`config.mk`:
```
export PLATFORM = sky130hd
export DESIGN_NAME = keypad_scanner_flat
export DESIGN_NICKNAME = d
export VERILOG_FILES = /design/src/rtl/keypad_scanner_if.sv /design/src/rtl/keypad_scanner.sv /design/src/flat_wrapper.sv
export SDC_FILE = /design/constraint.sdc
export NUM_CORES = 1
export LEC_CHECK = 0
export ABC_CLOCK_PERIOD_IN_PS = 3100
export BUFFER_PORTS_ARGS = -buffer_cell sky130_fd_sc_hd__buf_2
export CORE_MARGIN = 2
export CORE_UTILIZATION = 52
export DETAILED_ROUTE_END_ITERATION = 7
export MAX_ROUTING_LAYER = met4
export PLACE_DENSITY = 0.71
export SLEW_MARGIN = 20
export SYNTH_ARGS = -nofsm -noshare
export SYNTH_HDL_FRONTEND = slang
export SYNTH_SLANG_ARGS = --single-unit
export TNS_END_PERCENT = 50
```
`constraint.sdc`:
```
create_clock -name clk -period 3.1 [get_ports clk]
set_input_delay 0.62 -clock clk [delete_from_list [all_inputs] [get_ports clk]]
set_output_delay 0.62 -clock clk [all_outputs]
set_load 0.005 [all_outputs]
```
`src/rtl/keypad_scanner_if.sv`:
```
// Keypad scanner signal bundle: keypad matrix pins plus the key event/value outputs.
// Latency: none (wires only).
// Backpressure: none; key_event is a level the consumer samples at will.
interface keypad_scanner_if;
    logic       scan_en;
    logic [3:0] col_in;
    logic [3:0] row_out;
    logic       key_event;
    logic [3:0] key_value;
    logic       key_press;

    // Scanner side: drives rows and key outputs, reads columns and enable.
    modport master (
        input  scan_en,
        input  col_in,
        output row_out,
        output key_event,
        output key_value,
        output key_press
    );

    // Consumer/keypad side: the mirror image of the scanner.
    modport slave (
        output scan_en,
        output col_in,
        input  row_out,
        input  key_event,
        input  key_value,
        input  key_press
    );
endinterface

```
`src/rtl/keypad_scanner.sv`:
```
// 4x4 active-low keypad scanner with press/release debounce; KEYPAD_PHONE_MAP_EN selects telephone key codes.
// Latency: 2 sync clocks + up to 4*SCAN_DIV scan clocks + DEBOUNCE_CNT clocks from stable press to key_event.
// Backpressure: none; key_event is held from debounced press to debounced release, scan_en=0 forces idle.
module keypad_scanner #(
    parameter int SCAN_DIV     = 1000,
    parameter int DEBOUNCE_CNT = 20000
) (
    input  logic             clk,
    input  logic             rst,
    keypad_scanner_if.master kp
);
    localparam int MAXP = (SCAN_DIV > DEBOUNCE_CNT) ? SCAN_DIV : DEBOUNCE_CNT;
    localparam int CW   = $clog2(MAXP);
    localparam logic [CW-1:0] DIV_LAST = CW'(SCAN_DIV - 1);
    localparam logic [CW-1:0] DB_LAST  = CW'(DEBOUNCE_CNT - 1);
    // The PRESSED clock that first saw the column high is already the first of
    // the stable-high run, so RELEASE needs one clock fewer of its own.
    localparam logic [CW-1:0] REL_LAST = CW'(DEBOUNCE_CNT - 2);

    typedef enum logic [1:0] {SCAN, DEBOUNCE, PRESSED, RELEASE} state_t;

    state_t        state;
    logic [3:0]    cs_meta;
    logic [3:0]    cs;
    logic [CW-1:0] cnt;
    logic [CW-1:0] cnt_inc;
    logic [1:0]    row;
    logic [1:0]    row_nxt;
    logic [1:0]    lat_col;
    logic [3:0]    row_drv_q;
    logic          key_event_q;
    logic [3:0]    key_value_q;
    logic          key_press_q;

    // Lowest-index low column wins when several keys share the scanned row.
    function automatic logic [1:0] first_low(input logic [3:0] v);
        logic [1:0] idx;
        idx = 2'd3;
        for (int i = 3; i >= 0; i--) begin
            if (!v[i]) idx = 2'(i);
        end
        return idx;
    endfunction

    function automatic logic [3:0] row_drv(input logic [1:0] r);
        return ~(4'b0001 << r);
    endfunction

    function automatic logic [3:0] key_map(input logic [1:0] r, input logic [1:0] c);
`ifdef KEYPAD_PHONE_MAP_EN
        logic [3:0] code;
        case ({r, c})
            4'd0:    code = 4'h1;
            4'd1:    code = 4'h2;
            4'd2:    code = 4'h3;
            4'd3:    code = 4'hA;
            4'd4:    code = 4'h4;
            4'd5:    code = 4'h5;
            4'd6:    code = 4'h6;
            4'd7:    code = 4'hB;
            4'd8:    code = 4'h7;
            4'd9:    code = 4'h8;
            4'd10:   code = 4'h9;
            4'd11:   code = 4'hC;
            4'd12:   code = 4'hE;
            4'd13:   code = 4'h0;
            4'd14:   code = 4'hF;
            default: code = 4'hD;
        endcase
        return code;
`else
        return {r, c};
`endif
    endfunction

    assign cnt_inc = (cnt == {CW{1'b1}}) ? cnt : cnt + 1'b1;
    assign row_nxt = row + 2'd1;

    // Two-flop synchroniser for the asynchronous column inputs; idle level is all-high.
    always_ff @(posedge clk or negedge rst) begin
        if (!rst) begin
            cs_meta <= 4'hF;
            cs      <= 4'hF;
        end else begin
            cs_meta <= kp.col_in;
            cs      <= cs_meta;
        end
    end

    // Scan/debounce FSM with registered row drive and key outputs.
    always_ff @(posedge clk or negedge rst) begin
        if (!rst) begin
            state       <= SCAN;
            cnt         <= '0;
            row         <= 2'd0;
            lat_col     <= 2'd0;
            row_drv_q   <= 4'b1110;
            key_event_q <= 1'b0;
            key_value_q <= 4'd0;
            key_press_q <= 1'b0;
        end else begin
            key_press_q <= 1'b0;
            if (!kp.scan_en) begin
                state       <= SCAN;
                cnt         <= '0;
                row         <= 2'd0;
                row_drv_q   <= 4'b1110;
                key_event_q <= 1'b0;
            end else begin
                case (state)
                    SCAN: begin
                        if (cnt == DIV_LAST) begin
                            cnt <= '0;
                            if (cs != 4'hF) begin
                                lat_col <= first_low(cs);
                                state   <= DEBOUNCE;
                            end else begin
                                row       <= row_nxt;
                                row_drv_q <= row_drv(row_nxt);
                            end
                        end else begin
                            cnt <= cnt_inc;
                        end
                    end
                    DEBOUNCE: begin
                        if (cs[lat_col]) begin
                            state     <= SCAN;
                            cnt       <= '0;
                            row       <= row_nxt;
                            row_drv_q <= row_drv(row_nxt);
                        end else if (cnt == DB_LAST) begin
                            state       <= PRESSED;
                            cnt         <= '0;
                            key_event_q <= 1'b1;
                            key_value_q <= key_map(row, lat_col);
                            key_press_q <= 1'b1;
                        end else begin
                            cnt <= cnt_inc;
                        end
                    end
                    PRESSED: begin
                        if (cs[lat_col]) begin
                            state <= RELEASE;
                            cnt   <= '0;
                        end
                    end
                    RELEASE: begin
                        if (!cs[lat_col]) begin
                            state <= PRESSED;
                            cnt   <= '0;
                        end else if (cnt == REL_LAST) begin
                            state       <= SCAN;
                            cnt         <= '0;
                            key_event_q <= 1'b0;
                            row         <= row_nxt;
                            row_drv_q   <= row_drv(row_nxt);
                        end else begin
                            cnt <= cnt_inc;
                        end
                    end
                    default: state <= SCAN;
                endcase
            end
        end
    end

    assign kp.row_out   = row_drv_q;
    assign kp.key_event = key_event_q;
    assign kp.key_value = key_value_q;
    assign kp.key_press = key_press_q;
endmodule

```
`src/flat_wrapper.sv`:
```
// flat-port wrapper written by rule: the top's interface ports become plain ports
module keypad_scanner_flat 
#(
    parameter int SCAN_DIV     = 1000,
    parameter int DEBOUNCE_CNT = 20000
)
  (clk, rst, kp_scan_en, kp_col_in, kp_row_out, kp_key_event, kp_key_value, kp_key_press);
  keypad_scanner_if kp_i ();
  input  logic clk;
  input  logic rst;
  input wire logic [$bits(kp_i.scan_en)-1:0] kp_scan_en;
  input wire logic [$bits(kp_i.col_in)-1:0] kp_col_in;
  output wire logic [$bits(kp_i.row_out)-1:0] kp_row_out;
  output wire logic [$bits(kp_i.key_event)-1:0] kp_key_event;
  output wire logic [$bits(kp_i.key_value)-1:0] kp_key_value;
  output wire logic [$bits(kp_i.key_press)-1:0] kp_key_press;
  assign kp_i.scan_en = kp_scan_en;
  assign kp_i.col_in = kp_col_in;
  assign kp_row_out = kp_i.row_out;
  assign kp_key_event = kp_i.key_event;
  assign kp_key_value = kp_i.key_value;
  assign kp_key_press = kp_i.key_press;
  keypad_scanner #(.SCAN_DIV(SCAN_DIV), .DEBOUNCE_CNT(DEBOUNCE_CNT)) u_core (.clk(clk), .rst(rst), .kp(kp_i));
endmodule
```
==> results, run 1 <==
- The flow ran to the end, and the final reports show no timing, DRC or antenna violations.
- The average wire per cell in the routed design is 14.1 µm.
- Across all register-to-register paths, the minimum setup slack is 0.73 ns.
- The clock arrives with 0.00896 ns of skew.
- The type of the worst min-delay path is flip-flop to flip-flop.
- Among all stages on the critical path, the largest delay is contributed by sky130_fd_sc_hd__or4_4.
- The count of buffers inserted at the top-level ports is 16.
- Global routing consumed, over all layers together, 19.1% of the routing resources.
- The final total power is 0.916 mW.
- The number of antenna violations at the first check in global routing is 0.
- The number of instances in the synthesized netlist is 207.
- VDD sags by at most 0.351 mV.
- The global-route congestion overflow total is 0.
- Of the synthesized area, sequential elements account for 45.9%.
- Counting both buffers and inverters, the worst setup path holds a total of 0.
- Summed over all cells, the static leakage comes to 0.977 nW.
- The total power density per cell area is 389 nW/µm².
- The number of nets produced by synthesis is 225.
- sky130_fd_sc_hd__dfrtp_1 takes more of the synthesized area than any other cell.
- The maximum single-stage delay on the critical path is 0.53 ns.
- The final number of hold-violating endpoints was 0.
- After synthesis, the mean cell area works out to 10.4 µm².
- The kind of end point of the critical path is a flip-flop.
- For this design the top-level I/O count stands at 17.
- Along the worst path, the maximum fanout reaches 15.
- The number of buffers on the longest clock path is 2.
- The starting utilization of the core area is 53.9%.
- The worst hold slack across all endpoints is 0.358 ns.
- The number of different library cells used by synthesis comes to 53.
- The total negative slack is 0 ns.
- The final max-slew violation count is 0.
- For this design the total switching power over the nets is 0.222 mW.
- Across the whole layout, storage elements account for 990 µm².
- The path length in cells of the critical path is 5.
- For the worst flop-to-flop path, the logic depth is 5.
- The share of total power dissipated in combinational logic is 4.2%.
- From synthesis to final layout, the design area changed by 9.11%.
- The first-pass iteration count of the detailed router is 4.
- The main flop type after synthesis is sky130_fd_sc_hd__dfrtp_1.
- For this block, the routed nets add up to 3.88 mm of wire.
- The clock group share of total power is 38.2%.
- The largest net degree at the start of global routing is 40.
- The synthesized design contains 0 enable-type register cells.
- The number of endpoints failing setup at the final stage is 0.
- After clock tree synthesis, the flow added hold-fix buffers numbering 0.
- The path with the worst hold slack has its endpoint at u_core.cs[3].
- Data arrives at the worst endpoint at 2.53 ns.
- In this run the critical register-to-register path is captured at u_core.cnt[1].
- The sink count of the clock tree is 39.
- The DRC violation count after routing is 0.
- The switching share of power is 24.3%.
- The worst hold path begins at u_core.cs_meta[3].
- The setup fix buffers added after clock tree synthesis is 0.
- Setup repair after global routing left no endpoint under its margin.
- The horizontal die dimension is 68.4 µm.
- The floorplan step set the die height to 68.4 µm.
- The TritonCTS clock tree is built.
- The wire-length estimate of the detail-placed layout is 2.69 mm.
- The number of global-route vias before repair came to 1372.
- The final cycle utilization of the critical path is 76.5%.
- The number of design-rule violations left by the first detailed-router iteration is 93.
- The top cell family by delay on the critical path is simple AND/OR/NAND/NOR gates.
- After synthesis the netlist holds a flip-flop and latch count of 39.
- For this run, the number of Yosys warnings is 0.
- The multi-input combinational cell area is 1090 µm².
- The launch instance of the worst register-to-register path is u_core.cnt[6].
- The worst endpoint required time is 3.26 ns.
- The post-cts resize count is 0.
- The first-pass GRT wire length is 6.26 mm.
- In the routed layout, each cell is associated on average with a via count of 5.78.
- The worst setup path is of the flip-flop to flip-flop kind.
- The number of antenna-violating nets in the routed design is 0.
- The number of CTS-inserted buffers is 5.
- The total inserted antenna cells is 0.
- The async set-or-reset flop fraction in the synthesized netlist is 100%.
- The mapped netlist covers 2160 µm².
- The via total after detailed routing is 1589.
- The internal power of the cells totals 0.694 mW.
- The buffer type at the clock tree root is sky130_fd_sc_hd__clkbuf_8.
- The layout has 346 filler cells.
- The count of standard-cell rows is 23.
- Headroom to the max-slew limit came out at 44.8%.
- The maximum clock frequency is 422 MHz.
- The critical path launch point type is a flip-flop.
- The share of power burned in registers is 57.6%.
- The final estimated routing congestion in global placement is 0.861.
- In this run the biggest area consumer among cell types represents 32.5% of the synthesized area.
- The clock latency of the later-clocked register in the worst-skew pair is 0.30 ns.
- Walking the worst path, the cells encountered are or3_1, or4_4, a211o_1, a21oi_4, a2111oi_0.
- The area of the die is 4680 µm².
- The CTS clock-pin slew for the worst setup and hold paths is 0.08 ns.
- The smallest clock period supported by the final layout is computed as 2.37 ns.
- Cells with a size suffix above 1 make up 23.1% of the layout.
- The area of the core is 4000 µm².
- After synthesis, the cell types taking the most area are sky130_fd_sc_hd__dfrtp_1 32%, sky130_fd_sc_hd__dfstp_2 13%, sky130_fd_sc_hd__ha_1 6.4%, sky130_fd_sc_hd__nand2_1 4.4%, sky130_fd_sc_hd__mux2_2 3.7%.
- In this run the number of H-tree levels came out at 2.
- At the pin with the least slew margin, the transition time is 0.828 ns.
- The worst hold path was traced through 0 stages.
- The number of nets at the end of the flow is 242.
- The number of max-capacitance violations reported is 0.
[Yosys cell counts (all sizes together) (6+ instances only)]
library cell and number:
o21ai 8, mux2i 6, mux2 7, ha 11
a211oi 6, nor2 7, inv 9, nand2 25
dfstp 11, clkbuf 6, nand3 8, xnor2 6
nor3 14, dfrtp 28
[power groups by stage]
stage | combinational (mW) | clock (mW) | sequential (mW)
floorplan | 0.0222 | 0 | 0.535
global placement | 0.0393 | 0 | 0.536
detailed placement | 0.0399 | 0 | 0.537
CTS | 0.0400 | 0.363 | 0.528
global route | 0.0446 | 0.380 | 0.529
finish | 0.0388 | 0.350 | 0.527
[cells in the final DEF, fill, tap and decap left out, types with 2 or more instances in the layout]
master                      count
sky130_fd_sc_hd__or3_1          4
sky130_fd_sc_hd__mux2i_1        6
sky130_fd_sc_hd__nor2_1         7
sky130_fd_sc_hd__a21oi_1        3
sky130_fd_sc_hd__o22ai_1        2
sky130_fd_sc_hd__xor2_1         2
sky130_fd_sc_hd__nand3_1        8
sky130_fd_sc_hd__inv_1          9
sky130_fd_sc_hd__xnor2_1        6
sky130_fd_sc_hd__clkinv_4       2
sky130_fd_sc_hd__o31ai_1        3
sky130_fd_sc_hd__nand2b_1       4
sky130_fd_sc_hd__dfstp_2       11
sky130_fd_sc_hd__or2_2          2
sky130_fd_sc_hd__nand4b_1       2
sky130_fd_sc_hd__and3_1         4
sky130_fd_sc_hd__dfrtp_1       28
sky130_fd_sc_hd__buf_2         16
sky130_fd_sc_hd__ha_1          11
sky130_fd_sc_hd__nor2b_1        2
sky130_fd_sc_hd__a211oi_1       6
sky130_fd_sc_hd__mux2_2         7
sky130_fd_sc_hd__o21ai_0        7
sky130_fd_sc_hd__nand2_1       25
sky130_fd_sc_hd__nand4_1        2
sky130_fd_sc_hd__o211ai_1       2
sky130_fd_sc_hd__nor3_1        12
sky130_fd_sc_hd__clkbuf_8       5
sky130_fd_sc_hd__a2111oi_0      2
[logic make-up after synthesis]
logic type               share of synthesized area [%]
flip-flops                                        45.9
AND/OR/NAND/NOR                                   21.6
multiplexers                                      7.48
AO/OA/AOI/OAI                                     11.7
XOR/XNOR                                          3.25
buffers and inverters                             3.77
adder cells (fa/ha/maj)                           6.38
[how the worst max path moves through the flow]
stage	start	endpoint	slack [ns]
CTS	u_core.cnt[6]	u_core.cnt[1]	0.74
finish	u_core.cnt[6]	u_core.cnt[1]	0.73
detailed placement	u_core.cnt[6]	u_core.cnt[1]	0.75
global placement	u_core.cnt[6]	u_core.cnt[1]	0.78
floorplan	u_core.cnt[6]	u_core.cnt[14]	0.97
global route	u_core.cnt[0]	u_core.kp.row_out[3]	0.59
[per-stage QoR]
step,utilization [%],setup WS [ns],cell area [µm²],cells
after floorplan,-,0.970,2160,207
final,58.8,0.728,2350,275
after global routing,58.8,0.587,2350,275
after global placement,56.5,0.777,2260,267
after detailed placement,56.5,0.755,2260,267
after CTS,58.8,0.743,2350,275
[worst register-to-register path, cell delays in order, from the launching register on]
cell and delay [ns]:
sky130_fd_sc_hd__dfrtp_1 0.45, sky130_fd_sc_hd__or3_1 0.39, sky130_fd_sc_hd__or4_4 0.53, sky130_fd_sc_hd__a211o_1 0.36, sky130_fd_sc_hd__a21oi_4 0.38, sky130_fd_sc_hd__a2111oi_0 0.12
[registers in the layout (all words and copies together), names as in the netlist]
name                 count
u_core.cnt              15
u_core.kp.key_value      4
u_core.kp.key_press      1
u_core.kp.key_event      1
u_core.row               2
u_core.kp.row_out        4
u_core.cs                4
u_core.cs_meta           4
u_core.state             2
u_core.lat_col           2
[cell type report]
type,count,area share (%)
multi-input cells,152,46.1
well taps,50,2.66
clock inverters,3,1.06
clock buffers,5,2.92
flip-flops and latches,39,42.1
inverters,9,1.44
repair buffers,17,3.72
[per-layer routing]
| layer | GRT usage, % | part of all wire [%] | up-vias |
|---|---|---|---|
| met1 | 25.0 | 51 | 769 |
| met4 | 8.25 | 1.8 | 0 |
| met2 | 26.9 | 43 | 34 |
| met5 | - | 0 | - |
| li1 | - | - | 781 |
| met3 | 6.25 | 4.7 | 5 |
Note: power is estimated with default switching activity, not from simulation.
==> run 2, diff against run 1 <==
--- a/config.mk
+++ b/config.mk
@@ -5,7 +5,7 @@
 export SDC_FILE = /design/constraint.sdc
 export NUM_CORES = 1
 export LEC_CHECK = 0
-export ABC_CLOCK_PERIOD_IN_PS = 3100
+export ABC_CLOCK_PERIOD_IN_PS = 2310
 export BUFFER_PORTS_ARGS = -buffer_cell sky130_fd_sc_hd__buf_2
 export CORE_MARGIN = 2
 export CORE_UTILIZATION = 52
==> constraint.sdc (replaced) <==
create_clock -name clk -period 2.31 [get_ports clk]
set_input_delay 0.462 -clock clk [delete_from_list [all_inputs] [get_ports clk]]
set_output_delay 0.462 -clock clk [all_outputs]
set_load 0.005 [all_outputs]
==> results, run 2 (synthesis results as in run 1) <==
- The via total after detailed routing is 1602 (+0.82%).
- The average wire per cell in the routed design is 14.6 µm (+3.3%).
- The minimum clock period after layout is 2.22 ns (-0.153 ns).
- The sink count of the clock tree is 39 (unchanged).
- The filler-free cell count of the finished design is 283 (+2.9%).
- The number of antenna-violating nets in the routed design is 0 (unchanged).
- The level count of the clock H-tree is 2 (unchanged).
- The top fanout value on the critical path came to 15 (unchanged).
- The total inserted antenna cells was 0 (unchanged).
- The DRC violation count after routing is 0 (unchanged).
- The number of CTS-inserted buffers is 5 (unchanged).
- The CTS clock-pin slew for the worst setup and hold paths is 0.08 ns (about the same).
- The count of filler cells inserted in the layout came to 340 (-1.7%).
- The max-slew headroom at the worst pin came to 50.0% (+5.2 points).
- The clock latency of the later-clocked register in the worst-skew pair is 0.28 ns (-0.02 ns).
- The arrival time at the worst endpoint is 2.37 ns (-0.16 ns).
- The first-pass iteration count of the detailed router is 4 (unchanged).
- In the layout the commonest cells are 28 x sky130_fd_sc_hd__dfrtp_1, 25 x sky130_fd_sc_hd__nand2_1, 16 x sky130_fd_sc_hd__buf_2.
- The most common library cell in the layout ignoring fill and taps is sky130_fd_sc_hd__dfrtp_1.
- The peak supply drop is 0.449 mV (+28%).
- The area of the core is 4000 µm² (unchanged).
- The maximum single-stage delay on the critical path was 0.53 ns (about the same).
- The horizontal die dimension was 68.4 µm (unchanged).
- The run finished with clean final reports.
- The total instance count after detailed placement is 275 (+3.0%).
- The global routing usage on met1 is 27.0% (+2.0 points).
- The final max-slew violation count came to 0 (unchanged).
- The total buffers and inverters traversed by the critical path was 1 (+1).
- The count of standard-cell rows is 23 (unchanged).
- The number of nets at the end of the flow was 250 (+3.3%).
- The maximum clock frequency was 451 MHz (+6.9%).
- The layer with the highest usage is met2.
- The cell with the biggest individual delay on the critical path is sky130_fd_sc_hd__or4_4.
- The final number of hold-violating endpoints is 0 (unchanged).
- The die span in y is 68.4 µm (unchanged).
- The type of the worst min-delay path is input port to asynchronous set/reset pin.
- The number of global-route vias before repair is 1511 (+10%).
- The met3 global-route usage is 5.43% (-0.82 points).
- The placement-stage worst setup slack is 0.118 ns (-0.637 ns).
- The minimum setup slack among reg-to-reg paths came to 0.09 ns (-0.64 ns).
- The leakage dissipation is 1.03 nW (+5.8%).
- The first-pass GRT wire length is 6.93 mm (+11%).
- The detailed-placement wirelength estimate is 2.96 mm (+10%).
- The kind of cell with the highest combined delay along the critical path is simple AND/OR/NAND/NOR gates.
- The area of the die came to 4680 µm² (unchanged).
- The total power density per cell area came to 539 nW/µm² (+39%).
- Traced cell by cell, the critical path runs through or3_1, or4_4, a211o_1, a21oi_4, buf_12, a2111oi_0.
- The number of buffers on the longest clock path was 2 (unchanged).
- The count of buffers inserted at the top-level ports was 16 (unchanged).
- The worst endpoint required time is 2.46 ns (-0.80 ns).
- The worst path setup slack after routing is 0.0905 ns (-0.637 ns).
- The total detailed-routing wirelength is 4.12 mm (+6.3%).
- The buffer type at the clock tree root is sky130_fd_sc_hd__clkbuf_8.
- The number of max-capacitance violations reported is 0 (unchanged).
- The number of antenna violations at the first check in global routing is 0 (unchanged).
- The detail-routed via count per cell is 5.66 (-2.0%).
- The starting utilization of the core area is 53.9% (unchanged).
- The total routing usage reported by global routing was 20.7% (+1.6 points).
- The global-route congestion overflow total was 0 (unchanged).
- The global routing usage on met2 is 32.1% (+5.2 points).
- The final cycle utilization of the critical path is 96.1% (+20 points).
- The critical path is of the flip-flop to flip-flop type.
- The register ranked first by flip-flop count is u_core.cnt.
- The count of boundary I/O pins was 17 (unchanged).
- Setup repair after global routing left no endpoint under its margin.
- The worst setup path is launched from a flip-flop.
- The number of endpoints failing setup at the final stage is 0 (unchanged).
- The largest net degree at the start of global routing is 35 (-13%).
- The final estimated routing congestion in global placement was 0.878 (+2.0%).
- The number of flip-flops in the largest register is 15 (unchanged).
- The slew of the pin with the lowest slew margin was 0.750 ns (-0.0784 ns).
- The worst clock skew on the final layout is 0.00665 ns (-0.00231 ns).
- The setup fix buffers added after clock tree synthesis is 0 (unchanged).
- The post-synthesis to final-layout area growth is 13.5%.
- TritonCTS built the clock tree.
- The post-route core utilization was 61.2% (+2.4 points).
- The number of design-rule violations left by the first detailed-router iteration was 64 (-31%).
- The total negative slack is 0 ns (unchanged).
- The kind of end point of the critical path is a flip-flop.
- The share of final-layout standard cells stronger than drive strength 1 is 26.2% (+3.1 points).
==> run 2: metrics by stage <==
stage	total power, mW	hold slack, ns	cell area (µm²)
floorplan	0.748	0.166	2160
global placement	0.776	0.346	2330
detailed placement	0.778	0.348	2330
CTS	1.34	0.259	2440
global route	1.38	0.251	2450
finish	1.32	0.240	2450
==> run 2: what timing repair did <==
item	4_1_cts	5_1_grt
setup endpoints to repair	0	1
hold buffers	0	0
resized for setup	0	1
==> run 2: layout make-up <==
type | count | area, µm² | area share, %
sequential | 39 | 990 | 40.4
tap | 50 | 62.6 | 2.55
clock buffer | 5 | 68.8 | 2.81
inverter | 9 | 33.8 | 1.38
multi-input combinational | 152 | 1090 | 44.5
clock inverter | 3 | 43.8 | 1.79
timing repair buffer | 25 | 160 | 6.54
==> run 2: path summary, 6_finish.rpt <==
path                              startpoint           endpoint  cells after the start
hold / removal                           rst     u_core.cnt[11]                      1
min in group clk                kp_col_in[3]  u_core.cs_meta[3]                      1
hold reg to reg            u_core.cs_meta[1]       u_core.cs[1]                      0
setup / recovery               u_core.cnt[5]      u_core.cnt[1]                      6
max in group asynchronous                rst       u_core.cs[3]                      2
setup reg to reg               u_core.cnt[5]      u_core.cnt[1]                      6
==> run 2: power breakdown <==
| part | internal (mW) | switching [mW] |
|---|---|---|
| clock network | 0.321 | 0.235 |
| logic | 0.0180 | 0.0373 |
| registers | 0.700 | 0.00905 |
| total | 1.04 | 0.281 |
==> run 2: per-layer routing <==
| metal | up-vias | wire length [µm] |
|---|---|---|
| met2 | 34 | 1910 |
| met3 | 2 | 169 |
| met1 | 769 | 2020 |
| met5 | - | 0 |
| li1 | 797 | - |
| met4 | 0 | 22 |
==> run 3, diff against run 2 <==
--- a/config.mk
+++ b/config.mk
@@ -5,7 +5,7 @@
 export SDC_FILE = /design/constraint.sdc
 export NUM_CORES = 1
 export LEC_CHECK = 0
-export ABC_CLOCK_PERIOD_IN_PS = 2310
+export ABC_CLOCK_PERIOD_IN_PS = 2510
 export BUFFER_PORTS_ARGS = -buffer_cell sky130_fd_sc_hd__buf_2
 export CORE_MARGIN = 2
 export CORE_UTILIZATION = 52
==> constraint.sdc (replaced) <==
create_clock -name clk -period 2.51 [get_ports clk]
set_input_delay 0.502 -clock clk [delete_from_list [all_inputs] [get_ports clk]]
set_output_delay 0.502 -clock clk [all_outputs]
set_load 0.005 [all_outputs]
==> results, run 3 (synthesis results as in run 1) <==
- The slew of the pin with the lowest slew margin is 0.825 ns (+0.0754 ns).
- The average wire per cell in the routed design is 14.4 µm (-1.4%).
- The most common library cell in the layout ignoring fill and taps is sky130_fd_sc_hd__dfrtp_1.
- The number of buffers on the longest clock path was 2 (unchanged).
- The via total after detailed routing is 1576 (-1.6%).
- The max-slew headroom at the worst pin is 45.0% (-5.0 points).
- The first-pass GRT wire length is 6.71 mm (-3.1%).
- The final cycle utilization of the critical path is 88.9% (-7.2 points).
- The TritonCTS clock tree is built.
- The area of the core was 4000 µm² (unchanged).
- The DRC violation count after routing is 0 (unchanged).
- The count of standard-cell rows is 23 (unchanged).
- The largest net degree at the start of global routing is 40 (+14%).
- The leakage dissipation was 0.999 nW (-3.4%).
- CTS placed an instance of sky130_fd_sc_hd__clkbuf_8 at the clock tree root.
- The total negative slack is 0 ns (unchanged).
- The post-cts resize count is 0 (unchanged).
- The sink count of the clock tree is 39 (unchanged).
- The worst path setup slack after routing was 0.279 ns (+0.189 ns).
- The total detailed-routing wirelength was 4.01 mm (-2.8%).
- The number of antenna-violating nets in the routed design is 0 (unchanged).
- The worst setup path is of the flip-flop to flip-flop kind.
- The placement-stage worst setup slack is 0.295 ns (+0.177 ns).
- The detailed-placement wirelength estimate is 2.84 mm (-4.2%).
- The detail-routed via count per cell came to 5.65 (-0.21%).
- The total inserted antenna cells came to 0 (unchanged).
- The final number of hold-violating endpoints is 0 (unchanged).
- The clock latency of the later-clocked register in the worst-skew pair came to 0.30 ns (+0.02 ns).
- The final estimated routing congestion in global placement is 0.889 (+1.3%).
- The worst-case reg-to-reg path depth is 6 (unchanged).
- The maximum clock frequency is 448 MHz (-0.51%).
- The number of flip-flops in the largest register is 15 (unchanged).
- The number of antenna violations at the first check in global routing came to 0 (unchanged).
- The arrival time at the worst endpoint is 2.40 ns (+0.03 ns).
- The share of final-layout standard cells stronger than drive strength 1 was 24.5% (-1.7 points).
- The area of the die is 4680 µm² (unchanged).
- The count of hold buffers inserted by post-cts repair is 0 (unchanged).
- The minimum setup slack among reg-to-reg paths is 0.28 ns (+0.19 ns).
- The CTS clock-pin slew for the worst setup and hold paths was 0.08 ns (about the same).
- The count of boundary I/O pins was 17 (unchanged).
- The first-pass iteration count of the detailed router is 4 (unchanged).
- The global-route congestion overflow total is 0 (unchanged).
- The register ranked first by flip-flop count is u_core.cnt.
- The launch instance of the worst register-to-register path is u_core.cnt[6].
- The number of nets at the end of the flow is 246 (-1.6%).
- The minimum clock period after layout is 2.23 ns (+0.0113 ns).
- The number of max-capacitance violations reported was 0 (unchanged).
- The number of CTS-inserted buffers was 5 (unchanged).
- The number of endpoints failing setup at the final stage came to 0 (unchanged).
- Setup repair after global routing left no endpoint under its margin.
- The die span in y is 68.4 µm (unchanged).
- The run finished with clean final reports.
- The peak supply drop was 0.419 mV (-6.7%).
- The starting utilization of the core area is 53.9% (unchanged).
- The worst clock skew on the final layout is 0.00431 ns (-0.00233 ns).
- The setup fix buffers added after clock tree synthesis is 0 (unchanged).
- The worst setup path is captured at a flip-flop.
- The final max-slew violation count is 0 (unchanged).
- The top fanout value on the critical path was 9 (-6).
- The count of buffers inserted at the top-level ports is 16 (unchanged).
- The type of the worst min-delay path is input port to asynchronous set/reset pin.
- The total power density per cell area is 472 nW/µm² (-13%).
- The endpoint identified for the worst register-to-register timing path is u_core.cnt[1].
- The horizontal die dimension was 68.4 µm (unchanged).
- The worst endpoint required time is 2.68 ns (+0.22 ns).
- The number of global-route vias before repair came to 1470 (-2.7%).
- In the layout the commonest cells are 28 x sky130_fd_sc_hd__dfrtp_1, 25 x sky130_fd_sc_hd__nand2_1, 16 x sky130_fd_sc_hd__buf_2.
- The level count of the clock H-tree is 2 (unchanged).
- The worst setup path is launched from a flip-flop.
- The post-synthesis to final-layout area growth is 10.8%.
- The number of design-rule violations left by the first detailed-router iteration came to 97 (+52%).
- The total routing usage reported by global routing was 20.2% (-0.52 points).
-- run 3: worst max path at each step --
stage,startpoint,endpoint,slack [ns]
final,u_core.cnt[6],u_core.cnt[1],0.28
after global routing,u_core.cnt[0],u_core.row[0],0.06
after CTS,u_core.cnt[6],u_core.cnt[1],0.28
after detailed placement,u_core.cnt[0],u_core.row[0],0.29
after global placement,u_core.cnt[6],u_core.cnt[1],0.34
after floorplan,u_core.cnt[6],u_core.cnt[14],0.38
-- run 3: power breakdown --
group          internal (mW)  switching (mW)  leakage (nW)
registers              0.644         0.00800         0.505
clock network          0.193           0.231        0.0402
logic                 0.0175          0.0342         0.454
total                  0.854           0.273         0.999
-- run 3: layout make-up --
cell class / instances / area, µm²
timing repair buffer: 21 / 130
multi-input combinational: 152 / 1090
fill: 345 / 1610
inverter: 9 / 33.8
sequential: 39 / 990
clock inverter: 3 / 20.0
clock buffer: 5 / 68.8
tap: 50 / 62.6
-- run 3: metal layers --
layer	GRT usage (%)	vias up	share of wire [%]	wire [µm]
met4	8.00	0	1.5	61
li1	-	788	-	-
met3	4.93	7	3.1	126
met1	28.0	750	52	2070
met2	28.2	31	44	1750
met5	-	-	0	0
-- run 3: through the flow --
stage	area, µm²	cells	utilization [%]	hold WS (ns)	power [mW]
after CTS	2390	279	59.8	0.289	1.15
after floorplan	2160	207	-	0.206	0.689
after detailed placement	2300	271	57.6	0.347	0.716
final	2390	279	59.8	0.296	1.13
after global placement	2300	271	57.6	0.345	0.715
after global routing	2390	279	59.8	0.283	1.18
-- run 3: worst max-delay path: stages (launching register included) --
cell	delay, ns
sky130_fd_sc_hd__dfrtp_1	0.44
sky130_fd_sc_hd__or3_1	0.39
sky130_fd_sc_hd__or4_4	0.54
sky130_fd_sc_hd__a211o_1	0.36
sky130_fd_sc_hd__a21oi_4	0.13
sky130_fd_sc_hd__buf_4	0.17
sky130_fd_sc_hd__a2111oi_0	0.06
